### src/rtl/fifo_uart_tx_if.sv
// fifo_uart_tx_if: FIFO pop handshake between a FIFO and its draining transmitter
interface fifo_uart_tx_if #(parameter int WL = 8);
  logic read_rq;
  logic empty;
  logic [WL-1:0] fifo_data;
  modport master (output read_rq, input empty, fifo_data);
  modport slave (input read_rq, output empty, fifo_data);
endinterface

### src/rtl/fifo_uart_tx.sv
// fifo_uart_tx: drains a FIFO one word at a time and serialises each word as a UART frame
module fifo_uart_tx #(
  parameter int WL = 8,
  parameter int CLKS_PER_BIT = 16,
  parameter int PARITY_EN = 0,
  parameter int PARITY_ODD = 0,
  parameter int STOP_BITS = 1
) (
  input logic clk,
  input logic n_rst,
  input logic enable,
  fifo_uart_tx_if.master fifo,
  output logic tx,
  output logic busy,
  output logic frame_done
);
  localparam int BW = $clog2(CLKS_PER_BIT);
  localparam int CW = $clog2(WL + 2);
  localparam logic [BW-1:0] BAUD_LAST = BW'(CLKS_PER_BIT - 1);
  localparam logic [CW-1:0] DATA_LAST = CW'(WL - 1);
  localparam logic [CW-1:0] STOP_LAST = CW'(STOP_BITS - 1);
  localparam logic ODD = PARITY_ODD != 0;
  localparam logic HAS_PAR = PARITY_EN != 0;
  typedef enum logic [2:0] {IDLE, FETCH, WAIT, START, DATA, PARITY, STOP} state_t;
  state_t state;
  logic [BW-1:0] baud;
  logic [CW-1:0] cnt;
  logic [WL-1:0] shift;
  logic par;
  logic bit_end;
  logic start_ok;
  assign bit_end = baud == BAUD_LAST;
  assign start_ok = enable && !fifo.empty;
  // frame sequencer: pop, capture, then shift out start/data/parity/stop at the baud rate
  always_ff @(posedge clk or negedge n_rst) begin
    if (!n_rst) begin
      state <= IDLE;
      baud <= '0;
      cnt <= '0;
      shift <= '0;
      par <= 1'b0;
      tx <= 1'b1;
      fifo.read_rq <= 1'b0;
      busy <= 1'b0;
      frame_done <= 1'b0;
    end else begin
      frame_done <= state == STOP && baud == BAUD_LAST - 1'b1 && cnt == STOP_LAST;
      fifo.read_rq <= 1'b0;
      baud <= (state inside {START, DATA, PARITY, STOP}) && !bit_end ? baud + 1'b1 : '0;
      case (state)
        IDLE: if (start_ok) begin
          state <= FETCH;
          fifo.read_rq <= 1'b1;
          busy <= 1'b1;
        end
        FETCH: state <= WAIT;
        WAIT: begin
          state <= START;
          shift <= fifo.fifo_data;
          par <= ^fifo.fifo_data ^ ODD;
          tx <= 1'b0;
          cnt <= '0;
        end
        START: if (bit_end) begin
          state <= DATA;
          tx <= shift[0];
        end
        DATA: if (bit_end) begin
          if (cnt == DATA_LAST) begin
            state <= HAS_PAR ? PARITY : STOP;
            tx <= HAS_PAR ? par : 1'b1;
            cnt <= '0;
          end else begin
            cnt <= cnt + 1'b1;
            shift <= shift >> 1;
            tx <= shift[1];
          end
        end
        PARITY: if (bit_end) begin
          state <= STOP;
          tx <= 1'b1;
        end
        STOP: if (bit_end) begin
          if (cnt == STOP_LAST) begin
            cnt <= '0;
            state <= start_ok ? FETCH : IDLE;
            fifo.read_rq <= start_ok;
            busy <= start_ok;
          end else begin
            cnt <= cnt + 1'b1;
          end
        end
        default: state <= IDLE;
      endcase
    end
  end
endmodule
### src/flat_wrapper.sv
// flat-port wrapper written by rule: the top's interface ports become plain ports
module fifo_uart_tx_flat 
#(
  parameter int WL = 8,
  parameter int CLKS_PER_BIT = 16,
  parameter int PARITY_EN = 0,
  parameter int PARITY_ODD = 0,
  parameter int STOP_BITS = 1
)
  (clk, n_rst, enable, tx, busy, frame_done, fifo_read_rq, fifo_empty, fifo_fifo_data);
  fifo_uart_tx_if #(.WL(WL)) fifo_i ();
  input logic clk;
  input logic n_rst;
  input logic enable;
  output logic tx;
  output logic busy;
  output logic frame_done;
  output wire logic [$bits(fifo_i.read_rq)-1:0] fifo_read_rq;
  input wire logic [$bits(fifo_i.empty)-1:0] fifo_empty;
  input wire logic [$bits(fifo_i.fifo_data)-1:0] fifo_fifo_data;
  assign fifo_read_rq = fifo_i.read_rq;
  assign fifo_i.empty = fifo_empty;
  assign fifo_i.fifo_data = fifo_fifo_data;
  fifo_uart_tx #(.WL(WL), .CLKS_PER_BIT(CLKS_PER_BIT), .PARITY_EN(PARITY_EN), .PARITY_ODD(PARITY_ODD), .STOP_BITS(STOP_BITS)) u_core (.clk(clk), .n_rst(n_rst), .enable(enable), .fifo(fifo_i), .tx(tx), .busy(busy), .frame_done(frame_done));
endmodule
### config.mk
export PLATFORM = sky130hd
export DESIGN_NAME = fifo_uart_tx_flat
export DESIGN_NICKNAME = d
export VERILOG_FILES = /design/src/rtl/fifo_uart_tx_if.sv /design/src/rtl/fifo_uart_tx.sv /design/src/flat_wrapper.sv
export SDC_FILE = /design/constraint.sdc
export NUM_CORES = 1
export LEC_CHECK = 0
export CELL_PAD_IN_SITES_DETAIL_PLACEMENT = 1
export CELL_PAD_IN_SITES_GLOBAL_PLACEMENT = 1
export CORE_MARGIN = 2
export CORE_UTILIZATION = 45
export CTS_CLUSTER_SIZE = 30
export DETAILED_ROUTE_END_ITERATION = 8
export DONT_BUFFER_PORTS = 1
export PLACE_DENSITY_LB_ADDON = 0.1
export SYNTH_ARGS = -nofsm -noshare
export SYNTH_HDL_FRONTEND = slang
export SYNTH_SLANG_ARGS = --single-unit
### constraint.sdc
create_clock -name clk -period 2.4 [get_ports clk]
set_input_delay 0.24 -clock clk [delete_from_list [all_inputs] [get_ports clk]]
set_output_delay 0.24 -clock clk [all_outputs]
set_load 0.005 [all_outputs]
==> metrics.md <==
| Metric | Value |
|---|---|
| Final Hold Viols | `0` |
| Worst setup path startpoint | `u_core.baud[0]` |
| WL/cell | `15.9 microns` |
| Largest family of logic cells by synthesized area | `simple AND/OR/NAND/NOR gates` |
| Critical path class | `reg2reg` |
| Drt total wl | `~2600 microns` |
| Vias in the first global route | `about 1100` |
| Most frequent cell after synthesis | `dfrtp_1` |
| Cell Int Power | `approximately 770 uW` |
| DR pass1 iterations | `4` |
| Worst Path Arrival | `roughly 2000 ps` |
| Flop2flop setup slack | `roughly 560 ps` |
| Largest net degree at the start of global routing | `24` |
| Nets | `roughly 150` |
| Filler cell count | `~320` |
| Post-synth top cells | `dfrtp_1 (22), mux2_2 (15), o21ai_0 (11), nand2_1 (9)` |
| Finished Layout Cells | `~160` |
| FF-to-FF path depth | `5` |
| Avg Inst Size Synth | `around 10 sq um` |
| First-pass GRT wire length | `about 4800 microns` |
| R2R Path Start | `u_core.baud[0]` |
| Status | `finished clean` |
| #FFs+latches synth | `23` |
| Tightest Pin Transition | `1020 ps` |
| Clock share of power | `about 15%` |
| Initial antenna violation count | `0` |
| Synthesized net count | `roughly 140` |
| Synth Flop Type | `dfrtp_1` |
| Gate power share | `a little over a third` |
| Routed vias | `between 900 and 1000` |
| Cell area after synthesis | `1320 sq um` |
| CP endpoint | `u_core.shift[6]` |
| DRT antenna net count | `0` |
| Startpoint types | `flip-flop` |
| Tcrit/Tclk final | `about three quarters` |
| CP required | `2600 ps` |
| RSZ-0062 raised after global routing | `false` |
| XOR/XNOR Fraction of Synth Area | `between 2 and 3%` |
| Setup TNS | `0 ps` |
| Critical path, cell by cell | `ha_1, and3_4, nand3_1, a21oi_4, mux2_2` |
| Slew Viols, Final | `0` |
| CTS max path bufs | `2` |
| Relative slew slack | `between 30% and 40%` |
| RR Endpoint | `u_core.shift[6]` |
| Fmax | `542 MHz` |
| Root buffer cell | `clkbuf_4` |
| Die Area | `about 3400 sq um` |
| Simple logic cell fraction of the synthesized area | `about 17%` |
| Antenna diodes | `0` |
| Async S/R FF share, synth | `100%` |
| Synth Area in Compound Gates | `between 10 and 15%` |
| Synth unique cells | `36` |
| Die Y | `58.1 microns` |
| CP max FO | `13` |
| Post-synthesis mux area share | `12.8%` |
| DIE WIDTH | `~58 microns` |
| CP endpoint kind | `flip-flop` |
| Synthesis-to-finish area growth | `4.76%` |
| Sequential share of power | `slightly below 50%` |
| Top cell type's share of synthesized area | `a little over two fifths` |
| Clock-pin slew of the registers on the worst-case setup and hold paths | `approximately 130 ps` |
| Largest area contributor in the netlist | `dfrtp_1` |
| All-Layer GR Usage | `about 18%` |
| Skew-Pair Late Insertion Delay | `between 300 and 400 ps` |
| Top-Level Pins | `16` |
| Floorplan Core Area | `2760 sq um` |
| Row count | `19` |
| PwrDens | `approximately 860 nW/um^2` |
| Worst VDD drop | `around 0.5 mV` |
| H-tree depth | `1` |
| Vias/cell | `5.96` |
| GP Congestion | `roughly 0.76` |
| Cells after Synth | `around 130` |
| Remaining DRCs | `0` |
| Pwr Total | `1190 uW` |
| CP max stage delay | `roughly 420 ps` |
| Hold WC Path Type | `in2reg` |
| CTS tree | `built` |
| Hold path startpoint | `fifo_fifo_data[7]` |
| Starting DRT DRC Count | `23` |
| Kind of cell adding the most delay to the critical path | `simple AND/OR/NAND/NOR gates` |
| Skew final | `~11 ps` |
| Switch share | `35.5%` |
| Synth Area in Adders | `4.57%` |
| LEAKAGE | `approximately 0.00056 uW` |
| Synth Warn # | `0` |
| GR Overflow Total | `0` |
| Initial Util | `between 40% and 50%` |
| Stages on the worst setup path | `5` |
| Synth top area cells | `dfrtp_1 (42%), mux2_2 (13%), o21ai_0 (4.2%)` |
| Hpwl dp | `1900 microns` |
| Hold_ws | `approximately 91 ps` |
| Final setup fails | `0` |
| Fraction of the yosys area taken by sequential cells | `between 40% and 50%` |
| Max Cap Viol | `0` |
| Sink Count | `23` |
| CP max stage cell | `dfrtp_1` |
| Layout cells sized above 1 | `around 22%` |
| Switching power | `421 uW` |
| Placed Instances | `roughly 160` |
| Post-synth EDFFs | `0` |
| Total clock buffers created by CTS | `3` |
| Minimum clock period | `roughly 1800 ps` |
| Crit path buffers/inverters | `0` |
| Buffers on Ports | `0` |
per-layer routing:
layer  vias up  routed length (microns)  GRT usage (%)
met1       478                     1200           24.9
met4         0                       32           5.98
li1        462                        -              -
met3         4                       59           2.23
met2        15                     1270           31.0
met5         -                        0              0
power groups by stage:
stage | combinational (uW) | sequential, uW | clock, uW
floorplan | 390 | 544 | 0
global placement | 420 | 580 | 0
detailed placement | 430 | 588 | 0
CTS | 442 | 579 | 191
global route | 499 | 597 | 201
finish | 432 | 579 | 176
stage by stage:
step | setup slack (ps) | instance area [sq um] | util, %
2_1_floorplan | 734 | 1320 | -
3_3_place_gp | 621 | 1340 | 48.6
3_5_place_dp | 550 | 1340 | 48.6
4_1_cts | 530 | 1380 | 50.0
5_1_grt | 416 | 1380 | 50.0
6_report | 556 | 1380 | 50.0
cell usage in the layout (no fill, tap or decap), types with 2 or more instances in the layout:
| cell | count |
|---|---|
| nor3_1 | 3 |
| ha_1 | 4 |
| nand2_1 | 9 |
| nand4_1 | 3 |
| nand3_1 | 6 |
| inv_1 | 7 |
| o21ai_0 | 11 |
| nand2b_1 | 4 |
| o311ai_0 | 2 |
| nor2_1 | 7 |
| clkbuf_4 | 3 |
| buf_4 | 3 |
| xor2_1 | 3 |
| mux2_2 | 15 |
| a211oi_1 | 2 |
| a21oi_1 | 4 |
| dfrtp_1 | 22 |
| nand3b_1 | 3 |
registers in the layout (all words and copies together), names as in the netlist:
register / cells
u_core.cnt: 4
u_core.baud: 4
u_core.shift: 8
u_core.frame_done: 1
u_core.fifo.read_rq: 1
u_core.state: 3
u_core.busy: 1
u_core.tx: 1
area by class of cell:
type	count	area (sq um)	area share, %
well taps	31	38.8	2.82
multi-input cells	92	677	49.1
clock buffers	4	26.3	1.91
inverters	7	26.3	1.91
flip-flops and latches	23	577	41.9
repair buffers	4	32.5	2.36
kinds of logic after synthesis:
group           after synthesis
simple gates                 41
compound gates               27
flops                        23
mux                          15
buf+inv                      13
fa+ha+maj                     5
xor+xnor                      4
how the worst min path moves through the flow:
stage | cells after the start | slack, ps | endpoint
3_5_place_dp | 0 | -60 | u_core.cnt[3]
2_1_floorplan | 0 | -60 | u_core.baud[0]
4_1_cts | 2 | 70 | u_core.shift[7]
3_3_place_gp | 0 | -60 | u_core.cnt[3]
6_report | 2 | 90 | u_core.shift[7]
5_1_grt | 2 | 100 | u_core.shift[7]
timing repair:
action	4_1_cts	5_1_grt
setup buffers	0	0
hold buffers	1	0
hold endpoints to repair	23	0
resized for setup	0	0
No activity file was read; power rests on OpenSTA's default activity.
